File: config.mk
export PLATFORM = sky130hd
export DESIGN_NAME = burst_line_adapter_flat
export DESIGN_NICKNAME = d
export VERILOG_FILES = /design/src/rtl/burst_line_adapter_if.sv /design/src/rtl/burst_line_adapter.sv /design/src/flat_wrapper.sv
export SDC_FILE = /design/constraint.sdc
export NUM_CORES = 1
export LEC_CHECK = 0
export BUFFER_PORTS_ARGS = -buffer_cell sky130_fd_sc_hd__buf_2
export CAP_MARGIN = 20
export CORE_AREA = 5 5 274 276
export DETAILED_ROUTE_END_ITERATION = 10
export DIE_AREA = 0 0 279 281
export SLEW_MARGIN = 20
export SYNTH_ARGS = -nofsm -noshare
export SYNTH_HDL_FRONTEND = slang
export SYNTH_SLANG_ARGS = --single-unit
File: constraint.sdc
create_clock -name clk -period 3 [get_ports clk]
set_input_delay 0.45 -clock clk [delete_from_list [all_inputs] [get_ports clk]]
set_output_delay 0.45 -clock clk [all_outputs]
set_load 0.005 [all_outputs]
File: src/rtl/burst_line_adapter_if.sv
// rtl/burst_line_adapter_if.sv - cache-side line port and memory-side burst port bundle
interface burst_line_adapter_if #(
    parameter int LINE_W  = 256,
    parameter int BURST_W = 64,
    parameter int ADDR_W  = 32
);
    logic              pmem_read;
    logic              pmem_write;
    logic [ADDR_W-1:0] pmem_address;
    logic [LINE_W-1:0] pmem_wdata;
    logic [LINE_W-1:0] pmem_rdata;
    logic              pmem_resp;
    logic              mem_read;
    logic              mem_write;
    logic [ADDR_W-1:0] mem_address;
    logic [BURST_W-1:0] mem_wdata;
    logic [BURST_W-1:0] mem_rdata;
    logic              mem_resp;
`ifdef BURST_LINE_ADAPTER_TIMEOUT_EN
    logic              mem_err;
`endif

    // Adapter view: takes line requests, drives memory bursts
    modport slave (
`ifdef BURST_LINE_ADAPTER_TIMEOUT_EN
        output mem_err,
`endif
        input  pmem_read, pmem_write, pmem_address, pmem_wdata, mem_rdata, mem_resp,
        output pmem_rdata, pmem_resp, mem_read, mem_write, mem_address, mem_wdata
    );

    // Environment view: cache controller plus physical memory
    modport master (
`ifdef BURST_LINE_ADAPTER_TIMEOUT_EN
        input  mem_err,
`endif
        output pmem_read, pmem_write, pmem_address, pmem_wdata, mem_rdata, mem_resp,
        input  pmem_rdata, pmem_resp, mem_read, mem_write, mem_address, mem_wdata
    );
endinterface

File: src/rtl/burst_line_adapter.sv
// rtl/burst_line_adapter.sv - line request to memory burst adapter; BURST_LINE_ADAPTER_TIMEOUT_EN adds mem_err and a per-beat wait timeout
module burst_line_adapter #(
    parameter int LINE_W  = 256,
    parameter int BURST_W = 64,
    parameter int ADDR_W  = 32
`ifdef BURST_LINE_ADAPTER_TIMEOUT_EN
    ,
    parameter int TIMEOUT_CYCLES = 1024
`endif
) (
    input logic                 clk,
    input logic                 rst,
    burst_line_adapter_if.slave bus
);
    localparam int BEATS = LINE_W / BURST_W;
    localparam int CNT_W = (BEATS > 1) ? $clog2(BEATS) : 1;
    localparam int OFS   = $clog2(LINE_W / 8);
    localparam logic [ADDR_W-1:0] ALIGN_MASK = ~((ADDR_W'(1) << OFS) - ADDR_W'(1));
    localparam logic [CNT_W-1:0]  LAST_BEAT  = CNT_W'(BEATS - 1);

    typedef enum logic [1:0] {
        IDLE     = 2'd0,
        RD_BURST = 2'd1,
        WR_BURST = 2'd2,
        DONE     = 2'd3
    } state_t;

    state_t r_state;
    state_t w_state_next;

    logic [CNT_W-1:0]               r_count;
    logic [CNT_W-1:0]               w_count_next;
    logic [ADDR_W-1:0]              r_addr;
    // Shared line buffer: holds the writeback line, or assembles a fill
    logic [BEATS-1:0][BURST_W-1:0]  r_line;
    logic [BEATS-1:0][BURST_W-1:0]  w_line_fill;
    // Completed fill presented to the cache; only refreshed when a read ends
    logic [BEATS-1:0][BURST_W-1:0]  r_rdata;
    logic                           w_accept_wr;
    logic                           w_accept_rd;
    logic                           w_beat;

`ifdef BURST_LINE_ADAPTER_TIMEOUT_EN
    localparam int WAIT_W = $clog2(TIMEOUT_CYCLES + 1);
    logic [WAIT_W-1:0] r_wait;
    logic [WAIT_W-1:0] w_wait_next;
    logic              r_err;
    logic              w_err_next;
`endif

    // State register
    always_ff @(posedge clk or negedge rst) begin
        if (!rst) begin
            r_state <= IDLE;
        end else begin
            r_state <= w_state_next;
        end
    end

    // Next state, beat counter and datapath load strobes
    always_comb begin
        w_state_next = r_state;
        w_count_next = r_count;
        w_accept_wr  = 1'b0;
        w_accept_rd  = 1'b0;
        w_beat       = 1'b0;
`ifdef BURST_LINE_ADAPTER_TIMEOUT_EN
        w_wait_next  = r_wait;
        w_err_next   = 1'b0;
`endif
        case (r_state)
            IDLE: begin
                // Writeback wins so a dirty victim leaves before its fill arrives
                if (bus.pmem_write) begin
                    w_accept_wr  = 1'b1;
                    w_count_next = '0;
                    w_state_next = WR_BURST;
`ifdef BURST_LINE_ADAPTER_TIMEOUT_EN
                    w_wait_next  = '0;
`endif
                end else if (bus.pmem_read) begin
                    w_accept_rd  = 1'b1;
                    w_count_next = '0;
                    w_state_next = RD_BURST;
`ifdef BURST_LINE_ADAPTER_TIMEOUT_EN
                    w_wait_next  = '0;
`endif
                end
            end
            RD_BURST, WR_BURST: begin
                if (bus.mem_resp) begin
                    w_beat       = 1'b1;
                    w_count_next = r_count + 1'b1;
                    if (r_count == LAST_BEAT) begin
                        w_state_next = DONE;
                    end
                end
`ifdef BURST_LINE_ADAPTER_TIMEOUT_EN
                if (bus.mem_resp) begin
                    w_wait_next = '0;
                end else if (r_wait == WAIT_W'(TIMEOUT_CYCLES)) begin
                    w_state_next = DONE;
                    w_err_next   = 1'b1;
                end else begin
                    w_wait_next = r_wait + 1'b1;
                end
`endif
            end
            DONE: begin
                w_state_next = IDLE;
            end
            default: begin
                w_state_next = IDLE;
            end
        endcase
    end

    // Line buffer with the current read beat merged into its slot
    always_comb begin
        w_line_fill          = r_line;
        w_line_fill[r_count] = bus.mem_rdata;
    end

    // Address, line buffer, beat counter and completed-fill registers
    always_ff @(posedge clk or negedge rst) begin
        if (!rst) begin
            r_count <= '0;
            r_addr  <= '0;
            r_line  <= '0;
            r_rdata <= '0;
        end else begin
            r_count <= w_count_next;
            if (w_accept_wr || w_accept_rd) begin
                r_addr <= bus.pmem_address & ALIGN_MASK;
            end
            if (w_accept_wr) begin
                r_line <= bus.pmem_wdata;
            end else if (w_beat && r_state == RD_BURST) begin
                r_line <= w_line_fill;
            end
            if (r_state == RD_BURST && w_state_next == DONE) begin
                r_rdata <= w_beat ? w_line_fill : r_line;
            end
        end
    end

`ifdef BURST_LINE_ADAPTER_TIMEOUT_EN
    // Wait-state counter and error flag shown during the timed-out DONE cycle
    always_ff @(posedge clk or negedge rst) begin
        if (!rst) begin
            r_wait <= '0;
            r_err  <= 1'b0;
        end else begin
            r_wait <= w_wait_next;
            r_err  <= w_err_next;
        end
    end

    assign bus.mem_err = r_err;
`endif

    assign bus.mem_read    = (r_state == RD_BURST);
    assign bus.mem_write   = (r_state == WR_BURST);
    assign bus.pmem_resp   = (r_state == DONE);
    assign bus.mem_address = r_addr;
    assign bus.mem_wdata   = r_line[r_count];
    assign bus.pmem_rdata  = r_rdata;
endmodule

File: src/flat_wrapper.sv
// flat-port wrapper written by rule: the top's interface ports become plain ports
module burst_line_adapter_flat 
#(
    parameter int LINE_W  = 256,
    parameter int BURST_W = 64,
    parameter int ADDR_W  = 32

)
  (clk, rst, bus_pmem_read, bus_pmem_write, bus_pmem_address, bus_pmem_wdata, bus_mem_rdata, bus_mem_resp, bus_pmem_rdata, bus_pmem_resp, bus_mem_read, bus_mem_write, bus_mem_address, bus_mem_wdata);
  burst_line_adapter_if #(.LINE_W(LINE_W), .BURST_W(BURST_W), .ADDR_W(ADDR_W)) bus_i ();
  input logic clk;
  input logic rst;
  input wire logic [$bits(bus_i.pmem_read)-1:0] bus_pmem_read;
  input wire logic [$bits(bus_i.pmem_write)-1:0] bus_pmem_write;
  input wire logic [$bits(bus_i.pmem_address)-1:0] bus_pmem_address;
  input wire logic [$bits(bus_i.pmem_wdata)-1:0] bus_pmem_wdata;
  input wire logic [$bits(bus_i.mem_rdata)-1:0] bus_mem_rdata;
  input wire logic [$bits(bus_i.mem_resp)-1:0] bus_mem_resp;
  output wire logic [$bits(bus_i.pmem_rdata)-1:0] bus_pmem_rdata;
  output wire logic [$bits(bus_i.pmem_resp)-1:0] bus_pmem_resp;
  output wire logic [$bits(bus_i.mem_read)-1:0] bus_mem_read;
  output wire logic [$bits(bus_i.mem_write)-1:0] bus_mem_write;
  output wire logic [$bits(bus_i.mem_address)-1:0] bus_mem_address;
  output wire logic [$bits(bus_i.mem_wdata)-1:0] bus_mem_wdata;
  assign bus_i.pmem_read = bus_pmem_read;
  assign bus_i.pmem_write = bus_pmem_write;
  assign bus_i.pmem_address = bus_pmem_address;
  assign bus_i.pmem_wdata = bus_pmem_wdata;
  assign bus_i.mem_rdata = bus_mem_rdata;
  assign bus_i.mem_resp = bus_mem_resp;
  assign bus_pmem_rdata = bus_i.pmem_rdata;
  assign bus_pmem_resp = bus_i.pmem_resp;
  assign bus_mem_read = bus_i.mem_read;
  assign bus_mem_write = bus_i.mem_write;
  assign bus_mem_address = bus_i.mem_address;
  assign bus_mem_wdata = bus_i.mem_wdata;
  burst_line_adapter #(.LINE_W(LINE_W), .BURST_W(BURST_W), .ADDR_W(ADDR_W)) u_core (.clk(clk), .rst(rst), .bus(bus_i));
endmodule
==> impl_results.md <==
* Die outline area at 0.0784 sq mm
* Min-delay worst type: in -> reg
* Drt via density at 5.34
* DIE HEIGHT at 281 um
* Highest Clock Rate at 355 MHz
* CTS H-Tree Depth at 2
* Footprint of the multi-input gates at 0.0128 sq mm
* Slowest stage cell, crit path: mux4_2
* Share of layout cells above drive strength 1 at 47.9%
* Ys async rst share at 100%
* CP Class: reg -> out
* Routed WL per cell at 24.1 um
* Ys Warns at 0
* Routability Congestion at 0.868
* Top-area cell type share of the netlist area at 50.1%
* Worst slew pin tran at 0.732 ns
* Final nets at 3160
* Worst EP arrival at 2.37 ns
* Cell breakdown of the critical path: buf_6 > mux4_2 > buf_2
* Final period util at 94.0%
* Clock Skews at 0.0138 ns
* Slew Limit Fails at 0
* Crit path required time at 2.55 ns
* Dpl ws at 0.316 ns
* Die width at 279 um
* DP Wirelength at 63.8 mm
* Input/output buffers at 701
* DR DRC count at 0
* Sequential-to-total area share from yosys stat at 50.1%
* Placed standard-cell area at 0.0321 sq mm
* Clock latency on the worst-skew pair at 0.61 ns
* CTS Sinks at 543
* Largest net degree at the start of global routing at 140
* CTS buffer count at 58
* LEAKAGE at 18.0 nW
* Most used flip-flop cell after synthesis: dfrtp_1
* Pwr dens at 981 mW/mm^2
* CTS max path bufs at 3
* Synth Area per Inst at 12.8 sq um
* Pre-Repair DR Iteration Count at 7
* Crit path time final at 2.82 ns
* Top-count cell post-synth: dfrtp_1
* Total number of vias at 20400
* Headroom to the max-slew limit at 51.2%
* Synth top area cells: dfrtp_1 (50%), mux2_2 (18%), mux2i_1 (9.4%)
* FF/Latch Area at 0.0136 sq mm
* Count of unique library cells instantiated by Yosys at 32
* CP startpoint kind: flop
* Max IR drop VDD at 0.000555 V
* Core box area at 0.0723 sq mm
* Setup TNS at 0 ns
* Initial Util at 37.5%
* GRT overflow at 0
* Number of global-route vias before repair at 22000
* Number of flops mapped to enable cells by yosys at 0
* Final Hold Fails at 0
* Post-CTS setup buffers at 0
* Final worst setup slack at 0.179 ns
* Mapped Cells at 2123
* Synth cell count leaders: dfrtp_1 (543), mux2_2 (430), o21ai_0 (259)
* CTS root buf: clkbuf_16
* Cell taking the most area after synthesis: dfrtp_1
* Worst-path fanout max at 30
* Row count at 99
* Outcome: finished clean
* Initial antenna violation count at 18
* Final setup vio count at 0
* Cell area after layout at 0.0340 sq mm
* Worst setup EP type: output port
* Flops & latches, synth at 543
* Worst-path clk slew at 0.06 ns
* DRT iter0 DRCs at 1190
* RSZ-0062 raised after global routing: no
* Io pins at 712
* Synthesized area at 0.0271 sq mm
* FILL cells at 6687
* CTS tree: done
* Max cap viols at 0
* CP peak stage delay at 0.62 ns
* Final WL at 91.9 mm
* Routed Antenna Nets at 0
* Area Overhead vs Synth at 25.2%
* Global-route wire length before repair at 138 mm
* Gr usage total at 22.6%
path summary, 6_finish.rpt:
kind | cells past startpoint | from | slack [ns] | to
setup / recovery | 3 | u_core.r_count[0] | 0.18 | bus_mem_wdata[42]
hold / removal | 3 | bus_pmem_wdata[248] | 0.04 | u_core.r_line[248]
setup reg to reg | 7 | u_core.r_state[0] | 0.29 | u_core.bus.pmem_rdata[78]
hold reg to reg | 1 | u_core.bus.pmem_rdata[132] | 0.48 | u_core.bus.pmem_rdata[132]
max in group asynchronous | 3 | rst | 1.73 | u_core.bus.pmem_rdata[106]
min in group asynchronous | 2 | rst | 0.46 | u_core.r_line[219]
flip-flops by register name (all words and copies together) (netlist names):
name,flops
u_core.r_count,2
u_core.bus.pmem_rdata,256
u_core.r_line,256
u_core.bus.mem_address,27
u_core.r_state,2
power by group:
part | switching (W) | internal, W
Combinational | 0.00643 | 0.00704
Sequential | 0.00220 | 0.0105
Clock | 0.00306 | 0.00407
Total | 0.0117 | 0.0216
what timing repair did:
item                                    4_1_cts  5_1_grt
endpoints found under the setup margin       25        0
gates resized for setup                       1        0
hold endpoints to repair                     56        0
hold buffers                                  2        0
worst max-delay path, delay by kind of cell (launching register included):
kind,cells,cell delay [ns]
flip-flops,1,0.47
buffers and inverters,2,0.62
multiplexers,1,0.62
cell type report:
cell class	count	area share (%)
tap	959	3.53
clock inverter	16	0.402
multi-input combinational	1418	37.6
timing repair buffer	768	13.3
inverter	5	0.0553
sequential	543	40.0
clock buffer	90	5.04
antenna	10	0.0737
stage by stage:
stage               hold WS, ns  instances  power, W  utilization [%]
floorplan                 0.154       2127    0.0202                -
global placement          0.463       3691    0.0259             44.3
detailed placement        0.470       3691    0.0264             44.3
CTS                    0.000940       3799    0.0336             46.9
global route             0.0228       3807    0.0354             46.9
finish                   0.0378       3809    0.0333             46.9
kinds of logic after synthesis:
family | Yosys count | synth area share [%]
other | 1 | 0.0138
AO/OA/AOI/OAI | 269 | 5.04
flip-flops | 543 | 50.1
buffers and inverters | 166 | 3.31
AND/OR/NAND/NOR | 275 | 3.95
adder cells (fa/ha/maj) | 9 | 0.415
multiplexers | 860 | 37.2
cells in the final DEF (no fill, tap or decap), types with 2 or more instances in the layout:
| cell type | synthesis | layout |
|---|---|---|
| a21oi_1 | 3 | 3 |
| buf_12 | 0 | 38 |
| buf_2 | 42 | 700 |
| buf_4 | 7 | 26 |
| bufinv_16 | 0 | 2 |
| clkbuf_1 | 71 | 19 |
| clkbuf_16 | 0 | 59 |
| clkbuf_8 | 0 | 12 |
| clkinv_2 | 0 | 12 |
| conb_1 | 1 | 5 |
| dfrtp_1 | 543 | 541 |
| dfrtp_4 | 0 | 2 |
| diode_2 | 0 | 10 |
| dlygate4sd3_1 | 0 | 2 |
| ha_1 | 9 | 9 |
| inv_1 | 5 | 5 |
| mux2_1 | 110 | 110 |
| mux2_2 | 430 | 430 |
| mux2i_1 | 256 | 256 |
| mux4_2 | 64 | 64 |
| nand2_1 | 257 | 257 |
| nand2b_1 | 2 | 2 |
| nand3_4 | 0 | 8 |
| nor2_1 | 2 | 2 |
| o21ai_0 | 259 | 259 |
layer usage:
metal,wire (um),vias up,GRT usage (%)
met5,77,-,0
met4,2500,12,6.52
met3,5670,160,5.02
met2,45900,648,38.4
met1,37700,10500,29.2
li1,-,9030,-
(Power assumes the default switching activity.)
